File: src/rtl/program_sequencer_if.sv
// Program sequencer bus: decoder/ALU requests into the sequencer and
// fetch address, program counter and status back out.
// master = instruction decoder side, slave = sequencer side.
interface program_sequencer_if;
    logic       jmp;
    logic       jmp_nz;
    logic [3:0] jump_addr;
    logic       dont_jmp;
    logic       hold;
    logic       call;
    logic       ret;
    logic [7:0] pm_addr;
    logic [7:0] pc;
    logic       stack_err;
    logic [7:0] from_PS;

    modport master (
        output jmp, jmp_nz, jump_addr, dont_jmp, hold, call, ret,
        input  pm_addr, pc, stack_err, from_PS
    );

    modport slave (
        input  jmp, jmp_nz, jump_addr, dont_jmp, hold, call, ret,
        output pm_addr, pc, stack_err, from_PS
    );
endinterface

File: src/rtl/program_sequencer.sv
// Program sequencer: selects the next program-memory fetch address by
// strict priority (reset, hold, jmp, taken jmp_nz, call, ret, increment),
// registers it as the program counter and counts taken redirects.
// Optional feature macro: SEQ_CALL_STACK_EN builds a 4-deep call/return
// stack with a sticky overflow/underflow flag. Without it, call and ret
// are ignored and stack_err is tied low.
module program_sequencer (
    input  logic               clk,
    input  logic               sync_reset,
    program_sequencer_if.slave bus
);

    typedef enum logic [0:0] {
        ST_RUN   = 1'b0,
        ST_STALL = 1'b1
    } state_e;

    state_e     state_q;
    state_e     state_d;
    logic [7:0] pc_q;
    logic [7:0] pc_d;
    logic [7:0] from_ps_q;
    logic [7:0] from_ps_d;
    logic [7:0] pm_addr_s;
    logic [7:0] pc_inc_s;
    logic [7:0] jump_tgt_s;
    logic       redirect_s;
    logic       frozen_s;

`ifdef SEQ_CALL_STACK_EN
    logic [7:0] stack_q [4];
    logic [7:0] stack_d [4];
    logic [2:0] depth_q;
    logic [2:0] depth_d;
    logic       stack_err_q;
    logic       stack_err_d;
`else
    logic       unused_call_ret_s;
    assign unused_call_ret_s = bus.call ^ bus.ret;
`endif

    // Stall FSM: a hold cycle freezes fetch; redirects seen while frozen are dropped, not queued
    always_comb begin
        state_d  = state_q;
        frozen_s = 1'b0;
        case (state_q)
            ST_RUN: begin
                frozen_s = bus.hold;
                if (bus.hold) begin
                    state_d = ST_STALL;
                end else begin
                    state_d = ST_RUN;
                end
            end
            ST_STALL: begin
                frozen_s = bus.hold;
                if (bus.hold) begin
                    state_d = ST_STALL;
                end else begin
                    state_d = ST_RUN;
                end
            end
            default: begin
                frozen_s = bus.hold;
                state_d  = ST_RUN;
            end
        endcase
    end

    // Fetch address priority select plus next-state for pc, redirect count and call stack
    always_comb begin
        pc_inc_s   = pc_q + 8'd1;
        jump_tgt_s = {bus.jump_addr, 4'h0};
        pm_addr_s  = pc_inc_s;
        redirect_s = 1'b0;
`ifdef SEQ_CALL_STACK_EN
        stack_d     = stack_q;
        depth_d     = depth_q;
        stack_err_d = stack_err_q;
`endif
        if (sync_reset) begin
            pm_addr_s = 8'h00;
        end else if (frozen_s) begin
            pm_addr_s = pc_q;
        end else if (bus.jmp) begin
            pm_addr_s  = jump_tgt_s;
            redirect_s = 1'b1;
        end else if (bus.jmp_nz && !bus.dont_jmp) begin
            pm_addr_s  = jump_tgt_s;
            redirect_s = 1'b1;
`ifdef SEQ_CALL_STACK_EN
        end else if (bus.call) begin
            // A full stack still redirects; only the push is lost
            pm_addr_s  = jump_tgt_s;
            redirect_s = 1'b1;
            if (depth_q == 3'd4) begin
                stack_err_d = 1'b1;
            end else begin
                stack_d[depth_q[1:0]] = pc_inc_s;
                depth_d               = depth_q + 3'd1;
            end
        end else if (bus.ret) begin
            // Empty stack: fall through to increment and flag the underflow
            if (depth_q != 3'd0) begin
                pm_addr_s  = stack_q[depth_q[1:0] - 2'd1];
                redirect_s = 1'b1;
                depth_d    = depth_q - 3'd1;
            end else begin
                pm_addr_s   = pc_inc_s;
                stack_err_d = 1'b1;
            end
`endif
        end else begin
            pm_addr_s = pc_inc_s;
        end

        pc_d = pm_addr_s;
        if (redirect_s) begin
            from_ps_d = from_ps_q + 8'd1;
        end else begin
            from_ps_d = from_ps_q;
        end
    end

    // Program counter, redirect counter and FSM state registers with synchronous reset
    always_ff @(posedge clk) begin
        if (sync_reset) begin
            pc_q      <= 8'h00;
            from_ps_q <= 8'h00;
            state_q   <= ST_RUN;
        end else begin
            pc_q      <= pc_d;
            from_ps_q <= from_ps_d;
            state_q   <= state_d;
        end
    end

`ifdef SEQ_CALL_STACK_EN
    // Stack depth and sticky error flag; reset empties the stack logically
    always_ff @(posedge clk) begin
        if (sync_reset) begin
            depth_q     <= 3'd0;
            stack_err_q <= 1'b0;
        end else begin
            depth_q     <= depth_d;
            stack_err_q <= stack_err_d;
        end
    end

    // Stack storage: contents are don't-care after reset, so no reset here
    always_ff @(posedge clk) begin
        for (int i = 0; i < 4; i++) begin
            stack_q[i] <= stack_d[i];
        end
    end

    assign bus.stack_err = stack_err_q;
`else
    assign bus.stack_err = 1'b0;
`endif

    assign bus.pm_addr = pm_addr_s;
    assign bus.pc      = pc_q;
    assign bus.from_PS = from_ps_q;

endmodule

File: src/flat_wrapper.sv
// flat-port wrapper written by rule: the top's interface ports become plain ports
module program_sequencer_flat 
  (clk, sync_reset, bus_jmp, bus_jmp_nz, bus_jump_addr, bus_dont_jmp, bus_hold, bus_call, bus_ret, bus_pm_addr, bus_pc, bus_stack_err, bus_from_PS);
  program_sequencer_if bus_i ();
  input  logic clk;
  input  logic sync_reset;
  input wire logic [$bits(bus_i.jmp)-1:0] bus_jmp;
  input wire logic [$bits(bus_i.jmp_nz)-1:0] bus_jmp_nz;
  input wire logic [$bits(bus_i.jump_addr)-1:0] bus_jump_addr;
  input wire logic [$bits(bus_i.dont_jmp)-1:0] bus_dont_jmp;
  input wire logic [$bits(bus_i.hold)-1:0] bus_hold;
  input wire logic [$bits(bus_i.call)-1:0] bus_call;
  input wire logic [$bits(bus_i.ret)-1:0] bus_ret;
  output wire logic [$bits(bus_i.pm_addr)-1:0] bus_pm_addr;
  output wire logic [$bits(bus_i.pc)-1:0] bus_pc;
  output wire logic [$bits(bus_i.stack_err)-1:0] bus_stack_err;
  output wire logic [$bits(bus_i.from_PS)-1:0] bus_from_PS;
  assign bus_i.jmp = bus_jmp;
  assign bus_i.jmp_nz = bus_jmp_nz;
  assign bus_i.jump_addr = bus_jump_addr;
  assign bus_i.dont_jmp = bus_dont_jmp;
  assign bus_i.hold = bus_hold;
  assign bus_i.call = bus_call;
  assign bus_i.ret = bus_ret;
  assign bus_pm_addr = bus_i.pm_addr;
  assign bus_pc = bus_i.pc;
  assign bus_stack_err = bus_i.stack_err;
  assign bus_from_PS = bus_i.from_PS;
  program_sequencer u_core (.clk(clk), .sync_reset(sync_reset), .bus(bus_i));
endmodule
File: config.mk
export PLATFORM = sky130hd
export DESIGN_NAME = program_sequencer_flat
export DESIGN_NICKNAME = d
export VERILOG_FILES = /design/src/rtl/program_sequencer_if.sv /design/src/rtl/program_sequencer.sv /design/src/flat_wrapper.sv
export SDC_FILE = /design/constraint.sdc
export NUM_CORES = 1
export LEC_CHECK = 0
export ABC_AREA = 1
export BUFFER_PORTS_ARGS = -buffer_cell sky130_fd_sc_hd__buf_2
export CELL_PAD_IN_SITES_DETAIL_PLACEMENT = 1
export CELL_PAD_IN_SITES_GLOBAL_PLACEMENT = 1
export CORE_MARGIN = 2
export CORE_UTILIZATION = 29
export DETAILED_ROUTE_END_ITERATION = 7
export PLACE_DENSITY_LB_ADDON = 0.1
export SLEW_MARGIN = 40
export SYNTH_ARGS = -nofsm -noshare
export SYNTH_HDL_FRONTEND = slang
export SYNTH_SLANG_ARGS = --single-unit
File: constraint.sdc
create_clock -name clk -period 1.25 [get_ports clk]
set_clock_uncertainty 0.1 [all_clocks]
set_input_delay 0.0625 -clock clk [delete_from_list [all_inputs] [get_ports clk]]
set_output_delay 0.0625 -clock clk [all_outputs]
set_load 0.01 [all_outputs]
==> results.py <==
metrics = {
    "cts": {
        "cts_inserted_buffers": 3,
        "cts_hold_buf": 4,
        "clkSlewWorstSetupHoldPaths_ns": 0.11,
        "insertion_delay_ns": 0.30,
        "numClockSinks": 16,
        "cts-root-buf": "clkbuf_4",
        "cts.path.max_buffers": 2,
        "cts_tree": "built",
        "htreeDepth": 1,
    },
    "worst_setup_path": {
        "rr_worst_depth": 10,
        "cp-end-kind": "output port",
        "r2r-start": "u_core.bus.pc[0]",
        "critPathRequiredTime_ns": 1.09,
        "path_max_fanout": 4,
        "worstSetupPathType": "register to output port",
        "crit_path_start_kind": "register",
        "r2r_slack_ns": -0.26,
        "r2r-end": "u_core.bus.pc[7]",
        "worst_ep_arrival_time_ns": 1.58,
    },
    "layout": {
        "layout.nets": 211,
        "syn2layout_area_growth_pct": 67.6,
        "final_cells": 239,
        "fillers": 407,
        "antennaDiodeCount": 0,
        "drive_above_1_share_pct": 55.9,
    },
    "placement": {
        "dpl.hpwl_mm": 2.20,
        "portBuffers": 33,
        "numPlacedInstances": 225,
        "gp_congestion": 0.722,
    },
    "pwr": {
        "p_comb_share_pct": 26.4,
        "power.share.switching_pct": 33.0,
        "power_frac_seq_pct": 47.4,
        "p_clk_share_pct": 26.2,
        "peakVddDrop_mv": 0.462,
        "p_leak_nw": 0.726,
        "power.internal_w": 0.000773,
        "p_switching_w": 0.000381,
        "p_per_area_nw_per_um2": 740,
    },
    "logic_synthesis": {
        "netlist_instances": 136,
        "ys.warnings.count": 0,
        "synth_top_area_share_pct": 34.4,
        "syn-num-nets": 150,
        "netlist_area_um2": 931,
        "synth.distinct_cells": 25,
        "avgSynthCellArea_um2": 6.84,
        "yosysSeqAreaShare_pct": 34.4,
        "synth_largest_area_cell": "dfxtp_1",
        "ys_seq_elements": 16,
        "ys_top_cells_by_area": "dfxtp_1, nand2_1, nor2_1, a21oi_1, inv_1",
    },
    "timing": {
        "setup_viol": 11,
        "final_max_slew_viol_count": 0,
        "fmaxAchievable_ghz": 0.575,
        "rsz0062_at_grt": "true",
        "min_period_ns": 1.74,
        "hold_violations": 3,
        "post-route-period-util_pct": 139,
        "setup_ws_ns": -0.489,
        "whs_ns": -0.167,
    },
    "route": {
        "drc": 0,
        "wl_met2_mm": 1.76,
        "route.top_layer_used": "met4",
        "viasPerCell": 4.69,
        "drt-met1-wl_mm": 1.44,
        "postRouteWirelength_mm": 3.36,
        "wl_met3_um": 121,
        "dr.pass1.iters": 4,
        "ant_nets": 0,
        "wl_per_cell_um": 14.1,
        "routed-via-count": 1121,
        "drt_iter0_drc": 19,
    },
    "outcome": {
        "status": "complete, but fails checks",
        "violations": "negative hold slack, negative setup slack",
    },
    "global_route": {
        "grt_pass1_wl_mm": 5.04,
        "grt_overflow_total": 0,
        "antenna_found_initial": 0,
        "gr-usage-all-layers_pct": 18.8,
        "grt_pass1_vias": 1091,
        "grt_max_degree": 10,
    },
    "die": {
        "start_util_pct": 30.5,
        "core.rowCount": 20,
        "dieArea_um2": 3680,
        "die_y_um": 60.7,
        "die_w_um": 60.7,
        "core_area_um2": 3050,
        "ios": 37,
    },
    "hold_path": {
        "hold-path-cell-count": 2,
        "hold_end": "u_core.bus.from_PS[3]",
        "hold_path_class": "input pin to register",
        "hp-start": "sync_reset",
    },
    "job": {
        "drv_cap": 0,
    },
}
==> metal layers <==
layer / track usage, % / vias up
met3: 4.69 / 4
met2: 32.7 / 25
met1: 22.4 / 538
li1: - / 554
met5: 0 / -
met4: 6.52 / 0
==> logic make-up (layout without fill, tap and decap cells) <==
family / after synthesis / count (layout) / synth area share, %
simple gates: 75 / 75 / 37.8
compound gates: 25 / 25 / 14.8
flops: 16 / 16 / 34.4
buf+inv: 15 / 74 / 8.07
fa+ha+maj: 2 / 2 / 2.69
xor+xnor: 2 / 2 / 1.88
other cells: 1 / 1 / 0.403
==> how the worst max path moves through the flow <==
| stage | startpoint | end | slack [ns] | cells after the start |
|---|---|---|---|---|
| detailed placement | u_core.bus.pc[0] | bus_pm_addr[6] | -0.11 | 8 |
| global placement | u_core.bus.pc[0] | bus_pm_addr[6] | -0.07 | 8 |
| global route | u_core.bus.pc[0] | bus_pm_addr[5] | -0.56 | 6 |
| floorplan | u_core.bus.pc[0] | bus_pm_addr[6] | -0.01 | 7 |
| finish | u_core.bus.pc[0] | bus_pm_addr[5] | -0.49 | 6 |
| CTS | u_core.bus.pc[1] | bus_pm_addr[7] | -0.37 | 8 |
==> power by group through the flow <==
stage          clock [W]  combinational [W]  sequential, W
2_1_floorplan          0           0.000116       0.000568
3_3_place_gp           0           0.000223       0.000552
3_5_place_dp           0           0.000231       0.000554
4_1_cts         0.000299           0.000265       0.000545
5_1_grt         0.000346           0.000328       0.000549
6_report        0.000303           0.000305       0.000546
==> per-stage QoR <==
step	total power (W)	TNS (ns)	utilization, %	setup slack (ns)	cell area, um^2
final	0.00115	-2.76	51.1	-0.489	1560
after CTS	0.00111	-2.43	46.5	-0.369	1420
after detailed placement	0.000785	-0.340	40.8	-0.113	1250
after floorplan	0.000684	-0.0134	-	-0.0134	940
after global placement	0.000775	-0.141	40.8	-0.0671	1250
after global routing	0.00122	-3.69	51.1	-0.565	1560
==> layout make-up <==
class                           count  area [um^2]  share of cell area, %
Clock buffer                        3         22.5                   1.44
Inverter                           13         58.8                   3.77
Tap cell                           44         55.1                   3.53
Timing Repair Buffer               58          382                   24.5
Multi-Input combinational cell    105          707                   45.3
Sequential cell                    16          335                   21.5
==> synthesized netlist by cell type <==
master     n
nor2_1    21
nor2_2     5
inv_1     11
nand3_1    7
nand2_4    2
ha_1       2
conb_1     1
a21oi_1   15
inv_6      1
nand2_1   34
nor3_1     2
nand3_2    2
o21ai_1    1
nand2_2    1
buf_6      1
o21ai_2    1
inv_4      1
xnor2_1    1
o21bai_1   2
xor2_1     1
a21oi_2    1
dfxtp_1   16
o21ai_0    5
nand2_8    1
buf_4      1
==> state kept, by name (all words and copies together), names as in the netlist <==
register	cells
u_core.bus.pc	8
u_core.bus.from_PS	8
==> worst max-delay path, stage by stage (launching register included) <==
cell	delay (ns)
dfxtp_4	0.38
buf_6	0.12
nand3_1	0.14
o21bai_1	0.18
nand3_1	0.12
a21oi_1	0.19
buf_2	0.16
==> cells in the final DEF, fill, tap and decap left out, types with 4 or more instances in the layout <==
master | Yosys | final
nand2_1 | 34 | 23
dfxtp_1 | 16 | 8
dlygate4sd3_1 | 0 | 4
nor2_4 | 0 | 8
buf_4 | 1 | 16
a21oi_2 | 1 | 6
o21ai_0 | 5 | 4
buf_2 | 0 | 33
inv_1 | 11 | 9
nor2_1 | 21 | 16
nand3_1 | 7 | 5
nand2_4 | 2 | 7
buf_6 | 1 | 5
dfxtp_2 | 0 | 6
nand3_2 | 2 | 4
nand2_2 | 1 | 7
a21oi_1 | 15 | 10
==> repair_timing <==
action                                 in CTS  in global routing
pin swaps                                  10                 19
endpoints found under the hold margin       7                  3
setup buffers                               5                  2
gates resized for setup                    25                 31
setup endpoints to repair                  11                 17
Power figures use the tool's default switching activity.
